$ cat src/rtl/cpu_param.sv
// cpu_param: parametrised multicycle CPU core with registered bus outputs,
// configurable RAM wait states and a hold/busy bus-borrow handshake.
//
// state    | meaning
// ---------+----------------------------------------------------------
// S_FETCH  | drive IP onto the bus and post-increment, or stall on hold
// S_FWAIT  | wait RAM_WAIT cycles for instruction data
// S_DECODE | latch instruction word from data_in
// S_EXEC   | ALU/branch write-back, ST strobe, or LD address phase
// S_MWAIT  | wait RAM_WAIT cycles for load data
// S_MEM    | write load data into rd
// S_HALTED | terminal until reset, bus frozen
module cpu_param #(
    parameter int                DATA_W       = 16,
    parameter int                RAM_WAIT     = 0,
    parameter logic [DATA_W-1:0] RESET_VECTOR = '0
) (
    input  logic              clk,
    input  logic              reset,
    input  logic              hold,
    output logic              busy,
    output logic [DATA_W-1:0] address,
    input  logic [DATA_W-1:0] data_in,
    output logic [DATA_W-1:0] data_out,
    output logic              write
);

    typedef enum logic [2:0] {
        S_FETCH,
        S_FWAIT,
        S_DECODE,
        S_EXEC,
        S_MWAIT,
        S_MEM,
        S_HALTED
    } state_t;

    localparam logic [1:0] WAIT_LOAD = (RAM_WAIT > 0) ? 2'(RAM_WAIT - 1) : 2'd0;

    localparam logic [3:0] OP_ADD  = 4'h1;
    localparam logic [3:0] OP_SUB  = 4'h2;
    localparam logic [3:0] OP_AND  = 4'h3;
    localparam logic [3:0] OP_OR   = 4'h4;
    localparam logic [3:0] OP_XOR  = 4'h5;
    localparam logic [3:0] OP_MOV  = 4'h6;
    localparam logic [3:0] OP_LDI  = 4'h7;
    localparam logic [3:0] OP_LD   = 4'h8;
    localparam logic [3:0] OP_ST   = 4'h9;
    localparam logic [3:0] OP_CMP  = 4'hA;
    localparam logic [3:0] OP_BR   = 4'hB;
    localparam logic [3:0] OP_HALT = 4'hF;

    state_t            state;
    state_t            state_next;
    logic [DATA_W-1:0] regs [0:7];
    logic [15:0]       ir;
    logic              flag_z;
    logic              flag_c;
    logic              flag_n;
    logic [1:0]        wait_cnt;

    logic [3:0]        op;
    logic [2:0]        rd_sel;
    logic [2:0]        rs_sel;
    logic [8:0]        imm9;
    logic [DATA_W-1:0] rd_val;
    logic [DATA_W-1:0] rs_val;
    logic [DATA_W:0]   sum_ext;
    logic [DATA_W-1:0] diff;
    logic [DATA_W-1:0] br_target;

    logic [DATA_W-1:0] alu_res;
    logic              alu_c;
    logic              alu_we;
    logic              flags_we;
    logic              br_taken;

    assign op        = ir[15:12];
    assign rd_sel    = ir[11:9];
    assign rs_sel    = ir[8:6];
    assign imm9      = ir[8:0];
    assign rd_val    = regs[rd_sel];
    assign rs_val    = regs[rs_sel];
    assign sum_ext   = {1'b0, rd_val} + {1'b0, rs_val};
    assign diff      = rd_val - rs_val;
    assign br_target = regs[7] + {{(DATA_W-9){imm9[8]}}, imm9};

    // ALU result, carry and write-enables for the instruction in EXEC
    always_comb begin
        alu_res  = '0;
        alu_c    = 1'b0;
        alu_we   = 1'b0;
        flags_we = 1'b0;
        case (op)
            OP_ADD: begin
                alu_res  = sum_ext[DATA_W-1:0];
                alu_c    = sum_ext[DATA_W];
                alu_we   = 1'b1;
                flags_we = 1'b1;
            end
            OP_SUB: begin
                alu_res  = diff;
                alu_c    = (rd_val < rs_val);
                alu_we   = 1'b1;
                flags_we = 1'b1;
            end
            OP_AND: begin
                alu_res  = rd_val & rs_val;
                alu_we   = 1'b1;
                flags_we = 1'b1;
            end
            OP_OR: begin
                alu_res  = rd_val | rs_val;
                alu_we   = 1'b1;
                flags_we = 1'b1;
            end
            OP_XOR: begin
                alu_res  = rd_val ^ rs_val;
                alu_we   = 1'b1;
                flags_we = 1'b1;
            end
            OP_MOV: begin
                alu_res = rs_val;
                alu_we  = 1'b1;
            end
            OP_LDI: begin
                alu_res = {{(DATA_W-9){1'b0}}, imm9};
                alu_we  = 1'b1;
            end
            OP_CMP: begin
                alu_res  = diff;
                alu_c    = (rd_val < rs_val);
                flags_we = 1'b1;
            end
            default: ;
        endcase
    end

    // branch condition evaluation; rd field carries the condition code
    always_comb begin
        br_taken = 1'b0;
        case (rd_sel)
            3'd0:    br_taken = 1'b1;
            3'd1:    br_taken = flag_z;
            3'd2:    br_taken = ~flag_z;
            3'd3:    br_taken = flag_c;
            3'd4:    br_taken = ~flag_c;
            3'd5:    br_taken = flag_n;
            default: br_taken = 1'b0;
        endcase
    end

    // state register
    always_ff @(posedge clk) begin
        if (reset) begin
            state <= S_FETCH;
        end else begin
            state <= state_next;
        end
    end

    // next-state logic
    always_comb begin
        state_next = state;
        case (state)
            S_FETCH: begin
                if (!hold) begin
                    state_next = (RAM_WAIT > 0) ? S_FWAIT : S_DECODE;
                end
            end
            S_FWAIT: begin
                if (wait_cnt == 2'd0) begin
                    state_next = S_DECODE;
                end
            end
            S_DECODE: state_next = S_EXEC;
            S_EXEC: begin
                if (op == OP_HALT) begin
                    state_next = S_HALTED;
                end else if (op == OP_LD) begin
                    state_next = (RAM_WAIT > 0) ? S_MWAIT : S_MEM;
                end else begin
                    state_next = S_FETCH;
                end
            end
            S_MWAIT: begin
                if (wait_cnt == 2'd0) begin
                    state_next = S_MEM;
                end
            end
            S_MEM:    state_next = S_FETCH;
            S_HALTED: state_next = S_HALTED;
            default:  state_next = S_FETCH;
        endcase
    end

    // datapath: register file, flags, wait counter and registered bus outputs
    always_ff @(posedge clk) begin
        if (reset) begin
            for (int i = 0; i < 7; i++) begin
                regs[i] <= '0;
            end
            regs[7]  <= RESET_VECTOR;
            ir       <= '0;
            flag_z   <= 1'b0;
            flag_c   <= 1'b0;
            flag_n   <= 1'b0;
            wait_cnt <= 2'd0;
            address  <= '0;
            data_out <= '0;
            write    <= 1'b0;
            busy     <= 1'b1;
        end else begin
            write <= 1'b0;
            case (state)
                S_FETCH: begin
                    if (hold) begin
                        busy <= 1'b1;
                    end else begin
                        busy     <= 1'b0;
                        address  <= regs[7];
                        regs[7]  <= regs[7] + DATA_W'(1);
                        wait_cnt <= WAIT_LOAD;
                    end
                end
                S_FWAIT, S_MWAIT: begin
                    if (wait_cnt != 2'd0) begin
                        wait_cnt <= wait_cnt - 2'd1;
                    end
                end
                S_DECODE: ir <= data_in[15:0];
                S_EXEC: begin
                    if (alu_we) begin
                        regs[rd_sel] <= alu_res;
                    end
                    if (flags_we) begin
                        flag_z <= (alu_res == '0);
                        flag_c <= alu_c;
                        flag_n <= alu_res[DATA_W-1];
                    end
                    if (op == OP_BR && br_taken) begin
                        regs[7] <= br_target;
                    end
                    if (op == OP_ST) begin
                        address  <= rs_val;
                        data_out <= rd_val;
                        write    <= 1'b1;
                    end
                    if (op == OP_LD) begin
                        address  <= rs_val;
                        wait_cnt <= WAIT_LOAD;
                    end
                    if (op == OP_HALT) begin
                        busy <= 1'b1;
                    end
                end
                S_MEM:    regs[rd_sel] <= data_in;
                S_HALTED: busy <= 1'b1;
                default: ;
            endcase
        end
    end

endmodule

$ cat config.mk
export PLATFORM = sky130hd
export DESIGN_NAME = cpu_param
export DESIGN_NICKNAME = d
export VERILOG_FILES = /design/src/rtl/cpu_param.sv
export SDC_FILE = /design/constraint.sdc
export NUM_CORES = 1
export LEC_CHECK = 0
export ABC_AREA = 1
export ABC_CLOCK_PERIOD_IN_PS = 6360
export CAP_MARGIN = 10
export CORE_MARGIN = 2
export CORE_UTILIZATION = 66
export DETAILED_ROUTE_END_ITERATION = 7
export HOLD_SLACK_MARGIN = 0.05
export PLACE_DENSITY = 0.84
export SLEW_MARGIN = 20
export SYNTH_ARGS = -nofsm -noshare
export SYNTH_HDL_FRONTEND = slang
export SYNTH_SLANG_ARGS = --single-unit
$ cat constraint.sdc
create_clock -name clk -period 6.36 [get_ports clk]
set_input_delay 1.272 -clock clk [delete_from_list [all_inputs] [get_ports clk]]
set_output_delay 1.272 -clock clk [all_outputs]
set_load 0.005 [all_outputs]
==> results.py <==
metrics = {
    "run_status": {
        "status": "finished, final reports clean",
    },
    "cts": {
        "cts_buffers": 17,
        "cts_tree": "yes",
        "clockBufferDepth": 2,
        "post_cts_resized": 0,
        "insertion_delay_ns": 0.46,
        "cts_sinks": 192,
        "htree_num_levels": 4,
        "hold_buffers": 0,
        "cts_setup_buffers": 0,
        "clkTransAtPathRegs_ns": 0.09,
        "cts-root-buf": "clkbuf_16",
    },
    "synthesis": {
        "netlist.area_leader.share": 0.279,
        "synth_fp_nets": 2031,
        "synth_cells": 1943,
        "yosys_warnings": 0,
        "synth_cell_type_count": 54,
        "synth_top_area_cell": "edfxtp_1",
        "yosysSeqAreaShare": 0.373,
        "synth_edf_count": 128,
        "synth_area_leaders": "edfxtp_1 28%, nand2_1 10%, dfxtp_1 9.3%",
        "ys.flop_type": "edfxtp_1",
        "synth-seq-cells": 192,
        "syn-cell-area_um2": 13800,
        "async_flop_share": 0,
        "syn_area_per_cell_um2": 7.08,
    },
    "setup_path": {
        "crit_path_end_kind": "flop",
        "r2r_end": "regs[7][12]",
        "path_class": "reg2reg",
        "cp_slowest_stage_delay_ns": 0.88,
        "rr_worst_depth": 18,
        "critical_path.top_delay_family": "compound AO/OA/AOI/OAI gates",
        "cp.required_ns": 6.56,
        "cp_slowest_cell": "dfxtp_2",
        "r2r_slack_ns": 1.20,
        "worstSetupStartpointType": "flop",
        "critPathArrivalTime_ns": 5.36,
        "critPathBufInv": 4,
        "cp_cell_sequence": "inv_1 > a21oi_1 > o21ai_0 > nand2_1 > inv_1 > o21ai_0 > inv_1 > ha_1 > inv_1 > a21oi_1 > nand2_1 > nand3_1 > nand4_1 > nand3_1 > nand3_1 > mux2i_2 > or2_1 > nand3_1",
        "crit_fanout": 43,
    },
    "sta": {
        "finalSetupTns_ns": 0,
        "drv_slew": 0,
        "fmax_mhz": 194,
        "clock_skew_ns": 0.0152,
        "worst_pin_slew_ns": 1.01,
        "post-route-min-period_ns": 5.16,
        "slew-limit-headroom": 0.325,
        "finalHoldViolCount": 0,
        "fin_crit_sh": 0.811,
        "rsz0062_at_grt": "false",
        "finalSetupViolCount": 0,
    },
    "final_layout": {
        "stdcell_area_um2": 14900,
        "final_cell_mix": "366 x nand2_1, 274 x nor2_1, 238 x inv_1, 213 x o21ai_0, 154 x a21oi_1",
        "fill_cells": 1622,
        "area_delta_synth_final_pct": 8.56,
        "final_nets": 2023,
        "mostFrequentLayoutCell": "nand2_1",
        "regArea_um2": 5130,
        "drive_above_1_share": 0.0503,
        "multiInputGateArea_um2": 7240,
        "diodes": 0,
    },
    "detailed_routing": {
        "post_drt_wl_per_cell_um": 22.9,
        "routed_wl_um": 50900,
        "drc": 0,
        "drtIter0Drc": 2435,
        "vias": 14363,
        "first_pass_iters": 8,
        "ant_nets": 0,
        "drt-vias-per-instance": 6.48,
    },
    "die": {
        "fp.dieH_um": 148,
        "start_util": 0.675,
        "rows": 52,
        "core_area_um2": 20400,
        "io-pin-count": 53,
        "die_area_um2": 22000,
        "fp.dieW_um": 148,
    },
    "power": {
        "leakage_uw": 0.00636,
        "peakVddDrop_uv": 255,
        "total_power_uw": 7010,
        "power_density_nw_per_um2": 470,
    },
    "worst_hold_path": {
        "hold_end": "wait_cnt[1]",
        "hp-class": "reg2reg",
        "hold_path_depth": 2,
        "hp-start": "wait_cnt[1]",
    },
    "global_routing": {
        "grt_pass1_wl_um": 75600,
        "antenna_found_initial": 2,
        "grt_max_degree": 90,
        "gr-total-overflow": 0,
        "grt_pass1_vias": 12988,
        "grtUsageTotal": 0.459,
    },
    "placement": {
        "place_hpwl_um": 37200,
        "placed_cell_area_um2": 14300,
        "globalplace.congestion": 1.11,
        "io_buffers": 52,
    },
    "run": {
        "drv_cap": 0,
    },
}
registers in the layout (all words and copies together) (netlist names), 2 cells and up, named ones only:
name and flops:
regs 128, address 16, data_out 16, ir 16, state 3, wait_cnt 2
cells in the mapped netlist, types with 6 or more instances:
master    number
buf_1          6
buf_2         46
o21ai_0      213
edfxtp_1     128
inv_1        238
o211ai_1      33
or2_1          6
xor2_1        14
o21ai_2       11
a21oi_1      154
nand4_1       14
nand3_1      149
buf_4         10
clkbuf_1      32
nor3_1        14
inv_2          8
dfxtp_1       64
nor2_1       275
ha_1          66
o22ai_1       15
o21ai_1        6
a31oi_1       18
nand2_1      366
worst reg2reg max path, cell delays in order, from the launching register on:
cell	delay, ns
dfxtp_2	0.88
inv_1	0.34
a21oi_1	0.18
o21ai_0	0.10
nand2_1	0.07
inv_1	0.04
o21ai_0	0.58
inv_1	0.23
ha_1	0.60
inv_1	0.18
a21oi_1	0.19
nand2_1	0.14
nand3_1	0.12
nand4_1	0.10
nand3_1	0.10
nand3_1	0.14
mux2i_2	0.68
or2_1	0.20
nand3_1	0.07
report_power, final:
group	internal [µW]	switching (µW)	total, µW
sequential	1450	174	1630
combinational	1120	3070	4190
clock	560	636	1200
layout make-up:
class                      instances  area share
sequential                       192       0.343
inverter                         247      0.0622
tap                              270      0.0226
multi-input combinational       1408       0.485
timing repair buffer              69      0.0434
clock inverter                    15      0.0150
clock buffer                      17      0.0285
cells by family after synthesis:
group                      share of synthesized area
buffers and inverters                          0.101
AOI/OAI and AO/OA                              0.189
adders and majority gates                     0.0644
xor gates and xnor gates                      0.0102
and+or+nand+nor                                0.257
muxes                                        0.00528
DFF                                            0.373
per-layer routing:
metal	GRT usage	share of wire	up-vias
met5	0	0.00026	-
met4	0.311	0.080	2
met3	0.137	0.16	265
met2	0.671	0.41	1223
met1	0.587	0.35	6424
li1	-	-	6449
through the flow:
stage	instances	hold WS [ns]	utilization	setup slack, ns
6_report	2218	0.473	0.733	1.20
3_3_place_gp	2186	0.450	0.701	1.56
2_1_floorplan	1943	0.433	-	2.96
4_1_cts	2218	0.475	0.733	1.50
3_5_place_dp	2186	0.463	0.701	1.51
5_1_grt	2218	0.505	0.733	1.07
worst max-delay path by stage:
stage | endpoint | depth (start not counted)
floorplan | regs[7][10] | 22
global placement | regs[7][12] | 18
detailed placement | regs[4][14] | 19
CTS | regs[5][14] | 19
global route | regs[7][12] | 19
finish | regs[7][12] | 18
(Power assumes the default switching activity.)
